<file path="src/rtl/gnn_host_if.sv">
// Host-side load/unload controller for the 2-layer, 4-node GNN datapath.
// Optional WAIT watchdog enabled by defining GNN_HOST_TIMEOUT_EN.
module gnn_host_if #(
  parameter int unsigned IN_W           = 5,
  parameter int unsigned OUT_W          = 21,
  parameter int unsigned TIMEOUT_CYCLES = 64
) (
  input  logic                 clk,
  input  logic                 rst_n,
  input  logic                 s_valid,
  output logic                 s_ready,
  input  logic [IN_W-1:0]      s_data,
  output logic [40*IN_W-1:0]   cfg_vec,
  output logic                 start,
  input  logic [8*OUT_W-1:0]   res_flat,
  input  logic [7:0]           res_ready,
  output logic                 m_valid,
  input  logic                 m_ready,
  output logic [OUT_W-1:0]     m_data,
  output logic                 m_last,
  output logic                 busy,
  output logic                 err
);

  localparam int unsigned N_WORDS = 40;
  localparam int unsigned N_SLOTS = 8;
  localparam int unsigned CNT_W   = 6;
  localparam int unsigned IDX_W   = 3;

  typedef enum logic [1:0] {S_LOAD, S_START, S_WAIT, S_DRAIN} state_t;

  state_t                         state;
  logic [CNT_W-1:0]               cnt;
  logic [IDX_W-1:0]               idx;
  logic [N_WORDS-1:0][IN_W-1:0]   cfg_q;
  logic [N_SLOTS-1:0][OUT_W-1:0]  hold;

  assign cfg_vec = cfg_q;
  // Handshake/status flags are pure decodes of registered state
  assign s_ready = (state == S_LOAD);
  assign busy    = !((state == S_LOAD) && (cnt == '0));

`ifdef GNN_HOST_TIMEOUT_EN
  localparam int unsigned WD_W = $clog2(TIMEOUT_CYCLES + 1);
  logic [WD_W-1:0] wd;
`else
  logic unused_timeout;
  assign unused_timeout = ^TIMEOUT_CYCLES;
  assign err = 1'b0;
`endif

  always_ff @(posedge clk or negedge rst_n) begin
    if (!rst_n) begin
      state   <= S_LOAD;
      cnt     <= '0;
      idx     <= '0;
      cfg_q   <= '0;
      hold    <= '0;
      start   <= 1'b0;
      m_valid <= 1'b0;
      m_last  <= 1'b0;
      m_data  <= '0;
`ifdef GNN_HOST_TIMEOUT_EN
      wd      <= '0;
      err     <= 1'b0;
`endif
    end else begin
      case (state)
        S_LOAD: begin
          if (s_valid) begin
            cfg_q[cnt] <= s_data;
`ifdef GNN_HOST_TIMEOUT_EN
            err <= 1'b0;
`endif
            if (cnt == CNT_W'(N_WORDS - 1)) begin
              cnt   <= '0;
              start <= 1'b1;
              state <= S_START;
            end else begin
              cnt <= cnt + CNT_W'(1);
            end
          end
        end
        S_START: begin
          start <= 1'b0;
          state <= S_WAIT;
`ifdef GNN_HOST_TIMEOUT_EN
          wd    <= '0;
`endif
        end
        S_WAIT: begin
          // Capture wins over a coincident watchdog expiry
          if (&res_ready) begin
            hold    <= res_flat;
            m_data  <= res_flat[OUT_W-1:0];
            m_valid <= 1'b1;
            m_last  <= 1'b0;
            idx     <= '0;
            state   <= S_DRAIN;
          end
`ifdef GNN_HOST_TIMEOUT_EN
          else if (wd == WD_W'(TIMEOUT_CYCLES - 1)) begin
            err   <= 1'b1;
            cnt   <= '0;
            state <= S_LOAD;
          end else begin
            wd <= wd + WD_W'(1);
          end
`endif
        end
        S_DRAIN: begin
          if (m_ready) begin
            if (idx == IDX_W'(N_SLOTS - 1)) begin
              m_valid <= 1'b0;
              m_last  <= 1'b0;
              idx     <= '0;
              state   <= S_LOAD;
            end else begin
              idx    <= idx + IDX_W'(1);
              m_data <= hold[idx + IDX_W'(1)];
              m_last <= (idx == IDX_W'(N_SLOTS - 2));
            end
          end
        end
        default: state <= S_LOAD;
      endcase
    end
  end

endmodule

</file>
<file path="config.mk">
export PLATFORM = sky130hd
export DESIGN_NAME = gnn_host_if
export DESIGN_NICKNAME = d
export VERILOG_FILES = /design/src/rtl/gnn_host_if.sv
export SDC_FILE = /design/constraint.sdc
export NUM_CORES = 1
export LEC_CHECK = 0
export ABC_AREA = 1
export ABC_CLOCK_PERIOD_IN_PS = 5800
export CORE_ASPECT_RATIO = 2
export CORE_UTILIZATION = 35
export CTS_CLUSTER_DIAMETER = 40
export DETAILED_ROUTE_END_ITERATION = 10
export PLACE_DENSITY = 0.57
export SETUP_SLACK_MARGIN = 0.4
export SYNTH_ARGS = -nofsm -noshare
export SYNTH_HDL_FRONTEND = slang
export SYNTH_SLANG_ARGS = --single-unit
</file>
<file path="constraint.sdc">
create_clock -name clk -period 5.8 [get_ports clk]
set_input_delay 0.58 -clock clk [delete_from_list [all_inputs] [get_ports clk]]
set_output_delay 0.58 -clock clk [all_outputs]
set_load 0.02 [all_outputs]
</file>
Word level (Yosys, flattened, before mapping)
Index checks and enable logic that the tools add are counted.
{ "totals": {"mem_bits_rw": 0, "out_inout_bits": 227, "romBits": 0, "latch_bits": 0, "memories": 0, "elab_cells": 118, "ff_bits": 403} }
{ "classes": {"muxes": 31, "reduce_logical": 15, "n_mul": 0, "n_lt_le_gt_ge": 3, "shift": 0, "add_sub_neg": 2, "n_eq_ne": 12, "bitwise_logic": 0, "div_mod_pow": 0} }
{ "op_table": {"columns": ["op", "n"], "rows": [
  ["bitwise mux 200 bit", 1],
  ["two-way mux 21 bit", 4],
  ["binary-select mux 21 bit (select 3 bit)", 1],
  ["one-hot mux 21 bit (2 select lines)", 1],
  ["demux 5 bit (select 6 bit)", 1],
  ["two-way mux 2 bit", 5],
  ["!= test 2 bit, second input constant", 5],
  ["two-way mux 3 bit", 3],
  ["AND reduction 9 bit", 1],
  ["two-way mux 1 bit", 8],
  ["one-hot mux 2 bit (4 select lines)", 1],
  ["AND reduction 4 bit", 2],
  ["AND reduction 8 bit", 1],
  ["less-than comparator 6 x 7 -> 1 bit, second input constant", 1],
  ["adder 6 x 1 -> 6 bit, second input constant", 1],
  ["equality test 3 bit, second input constant", 2],
  ["equality test 6 bit, second input constant", 1],
  ["greater-or-equal comparator 6 x 1 -> 1 bit, second input constant", 1],
  ["logical NOT 6 bit", 1],
  ["two-way mux 6 bit", 1],
  ["one-hot mux 1 bit (2 select lines)", 3],
  ["one-hot mux 3 bit (2 select lines)", 1],
  ["AND reduction 3 bit", 2],
  ["two-way mux 5 bit", 1],
  ["11 further kinds", 14]
]} }

Longest topological paths before layout
{ "logic_depth": {"depth_word": 6, "depth_mapped": 15, "ltp_nobuf": 10} }

Worst setup path before layout
No wires, ideal clock.
{ "synth_path": {"kind": "reg-to-reg", "from": "register idx[0]", "to": "register m_data[1]", "required_time_ns": 5.683, "slack_ns": 3.635, "arrival_ns": 2.048, "path_buffers": 5, "path_stages_with_launch": 16, "cell_sequence": "dfrtp_1 -> buf_2 -> inv_1 -> buf_2 -> buf_2 -> ha_1 -> clkbuf_1 -> inv_2 -> clkbuf_1 -> nor2_1 -> nand2_1 -> nand2_1 -> nand2_1 -> nand3_1 -> nand2_1 -> nand2_1"} }
{ "synth_between": {"elab_chain_cells": 6, "elab_cells_between_ends": 9, "cone_classes": "add/sub: 1; eq/ne: 2; mux: 5; reduce/logical: 1"} }
{ "synth_rtl": {"columns": ["element", "line", "source"], "rows": [
  ["from (decl)", "34", "logic [IDX_W-1:0] idx;"],
  ["from (signal assigned)", "119", "idx <= idx + IDX_W'(1);"],
  ["adder 3 x 1 -> 3 bit", "120", "m_data <= hold[idx + IDX_W'(1)];"],
  ["binary-select mux 21 bit (select 3 bit)", "120", null],
  ["two-way mux 21 bit (implied by the code)", "120", null],
  ["two-way mux 21 bit", "113", "if (idx == IDX_W'(N_SLOTS - 1)) begin"],
  ["two-way mux 21 bit", "112", "if (m_ready) begin"],
  ["one-hot mux 21 bit (2 select lines)", "68", "case (state)"],
  ["to (signal assigned)", "95", "m_data <= res_flat[OUT_W-1:0];"],
  ["to (signal assigned)", "120", null],
  ["to (decl)", "19", "output logic [OUT_W-1:0] m_data,"]
]} }
Several ways; a longest one is shown, not always the timed one. The select of a mux whose other input is x is not followed.
A chain may end at the register's enable or synchronous reset.

Worst setup path in the final report
{ "layout_path": {"from": "register state[1]", "to": "register m_data[9]"} }
{ "layout_between": {"elab_chain_cells": 3, "elab_cells_between_ends": 8, "cone_classes": "eq/ne: 5; mux: 1; reduce/logical: 2"} }
{ "layout_rtl": {"columns": ["element", "line", "source"], "rows": [
  ["from (decl)", "32", "state_t state;"],
  ["from (signal assigned)", "54", "state <= S_LOAD;"],
  ["from (signal assigned)", "78", "state <= S_START;"],
  ["from (signal assigned)", "86", "state <= S_WAIT;"],
  ["equality test 2 bit", "68", null],
  ["!= test 2 bit (no line) / nonzero test 2 bit (equally long branches)", null, null],
  ["AND reduction 4 bit (no line)", null, null]
]} }
Several ways; a longest one is shown, not always the timed one.

==> summary.md <==
| Metric | Value |
|---|---|
| Fin crit period | `between 3000 and 4000 ps` |
| Critical path arrival | `3790 ps` |
| FMAX | `299 MHz` |
| Detailed placement HPWL | `about 41000 µm` |
| Post-CTS sizing | `0` |
| Relative slew slack | `between 30% and 40%` |
| Hold_ws | `around 470 ps` |
| Avg Vias per Cell | `~4.7` |
| DR iter-0 viols | `between 900 and 1k` |
| Initial antenna violation count | `4` |
| Clock Latency Late Sink | `around 550 ps` |
| Sink Count | `~400` |
| Final Hold Viols | `0` |
| Cell mode on critical path | `nand2_1` |
| Initial Util | `roughly 35%` |
| Power per cell area | `~440 mW/mm²` |
| Seq cells post-synth | `403` |
| DP Area | `about 0.022 mm²` |
| Distinct cells, synth | `32` |
| Clock Skew | `around 19 ps` |
| Setup crit start kind | `flop` |
| Maximum VDD drop | `around 0.24 mV` |
| Area grow syn2layout | `35.5%` |
| Routed vias | `around 15k` |
| CTS root buf | `clkbuf_16` |
| CTS tree | `done` |
| Crit. End Element | `flop` |
| Grt total ovfl | `0` |
| Clock tree buffer depth | `3` |
| CTS Buf Count | `43` |
| Min-delay worst type | `flop to flop` |
| Worst path max stage delay | `710 ps` |
| Setup CP Type | `flop to flop` |
| RSZ-0062 raised after global routing | `false` |
| Share of cells above drive strength 1 | `approximately 6.5%` |
| Total of warnings raised by yosys | `0` |
| Die area | `a little over 0.05 mm²` |
| Seq/Total Area, Yosys | `between 50 and 60%` |
| Synthesized net count | `2267` |
| Final wirelength | `between 50000 and 60000 µm` |
| # nets final | `around 2.6k` |
| Final-layout fill cell count | `approximately 5k` |
| Die W | `160 µm` |
| Vias in the first global route | `between 15k and 20k` |
| Clock-pin transition on the worst setup and hold timing paths | `around 70 ps` |
| Lkg Pwr | `approximately 11 nW` |
| Die Y-Extent | `about 320 µm` |
| Overall power | `about 0.010 W` |
| Setup tns final | `0 ps` |
| Worst slew pin tran | `972 ps` |
| Largest net degree at the start of global routing | `around 190` |
| H-tree depth | `2` |
| Worst Path Max Fanout | `26` |
| Final Util | `approximately 48%` |
| WL/cell | `18.2 µm` |
| Residual DRC | `0` |
| Critical Path RT | `~6200 ps` |
| First-pass GRT wire length | `~88000 µm` |
| Max Slew Vio Count | `0` |
| Critical path buffer and inverter count | `2` |
| Post-Syn Instances | `2072` |
| Std-Cell Rows | `approximately 120` |
| Slowest CP cell | `nor2_2` |
| Setup violators final | `0` |
| Cell area after layout | `roughly 0.024 mm²` |
| Global Route Usage Sum | `22.7%` |
| Family with the most delay on the worst path | `simple AND/OR/NAND/NOR gates` |
| 1st-pass router iterations | `7` |
| Crit path cell chain | `ha_1 > clkinv_1 > nand2_1 > nand2_1 > nor2_2 > inv_1 > nand2_1 > nand2_1` |
| Max-cap violations | `0` |
| Port buffer count | `between 400 and 500` |
| Post-route ant nets | `0` |
| Ports | `a little over 400` |
| Core ar. | `between 0.04 and 0.05 mm²` |
| RD Place Congestion | `between 0.8 and 0.9` |
| Synth Cell Area | `0.0175 mm²` |
| Syn avg cell area | `8.43 µm²` |
| Status | `completed` |
| Final period util | `between 50% and 60%` |
## final timing paths
kind                            slack, ps       start          end  cells after the start
worst min register to register        470  m_data[19]   m_data[19]                      2
worst max register to register       2450    state[1]    m_data[9]                      8
worst max-delay path                 2450    state[1]    m_data[9]                      8
max in group asynchronous            3900       rst_n    hold[119]                      3
min in group asynchronous             570       rst_n  cfg_vec[49]                      2
worst min-delay path                  470  m_data[19]   m_data[19]                      2
## through the flow
stage	worst slack, ps	cells
finish	2450	3123
global route	2060	3122
CTS	2430	3121
detailed placement	2240	3041
global placement	2330	3041
floorplan	3640	2072
## cells by family after synthesis
group	count (synthesis)	share of synthesized area [%]
flip-flops	403	57.7
other	1	0.0215
buffers and inverters	348	7.81
adder cells (fa/ha/maj)	10	0.716
AND/OR/NAND/NOR	929	22.7
XOR/XNOR	2	0.100
AO/OA/AOI/OAI	379	10.9
## cell type report
class                      count  area [µm²]  share of cell area [%]
multi-input combinational   1321        6030                    25.5
timing repair buffer         427        4280                    18.1
inverter                     248         936                    3.95
antenna                        2        5.00                  0.0211
clock buffer                  61        1290                    5.43
tap                          643         805                    3.40
clock inverter                18         243                    1.03
sequential                   403       10100                    42.6
## flip-flops by register name (all words and copies together) (netlist names)
register and count:
start 1, m_last 1, cfg_vec 200, state 2, idx 3, m_valid 1
hold 168, m_data 21, cnt 6
## cells in the mapped netlist
cell,number,area share [%]
clkinv_4,1,0.050
nand4_2,1,0.072
clkbuf_1,72,1.5
o21bai_1,2,0.086
dfrtp_1,403,58
inv_2,6,0.13
nor2_1,32,0.69
a21oi_2,1,0.050
nand2_2,35,1.3
nand4_1,5,0.18
o21ai_0,276,7.9
nor3_4,5,0.47
nor2_4,4,0.26
nor3_2,1,0.057
xor2_1,2,0.10
nand3_1,115,3.3
buf_4,3,0.13
buf_6,2,0.13
a21oi_1,3,0.086
nor4_4,4,0.49
inv_1,240,5.2
ha_1,10,0.72
buf_1,2,0.043
nand3_2,3,0.17
buf_2,21,0.60
conb_1,1,0.021
clkinv_1,1,0.021
nand2_4,2,0.13
o21ai_1,97,2.8
or2_2,2,0.072
nand4_4,1,0.12
nand2_1,719,15
## power breakdown
part	internal [W]	leakage (nW)	switching (W)
clock	0.00175	0.753	0.00119
combinational	0.00138	4.92	0.00229
sequential	0.00333	5.52	0.000422
total	0.00646	11.2	0.00390
## layer usage
layer  track usage, %  up-vias  wire length, µm  part of all wire (%)
li1                 -     7250                -                     -
met4             12.0        2             3100                   5.5
met5                0        -               13                 0.023
met3             4.25      100             3360                   5.9
met2             41.6      510            29500                    52
met1             24.3     6947            20800                    37
## repair_timing
| action | 4_1_cts | 5_1_grt |
|---|---|---|
| buffers inserted | 0 | 0 |
| hold endpoints to repair | 60 | 0 |
| hold buffers | 1 | 0 |
## worst min-delay path, delay by kind of cell (launching register included)
kind / cells / cell delay [ps]
flops: 1 / 340
simple gates: 2 / 100
## placed cells by master (no fill, tap or decap), types with 13 or more instances in the layout
master           instances
buf_4                   13
clkbuf_16               45
clkdlybuf4s50_1        409
dfrtp_1                402
inv_1                  239
nand2_1                719
nand2_2                 35
nand3_1                114
nor2_1                  31
o21ai_0                276
o21ai_1                 97
Power figures use the tool's default switching activity.
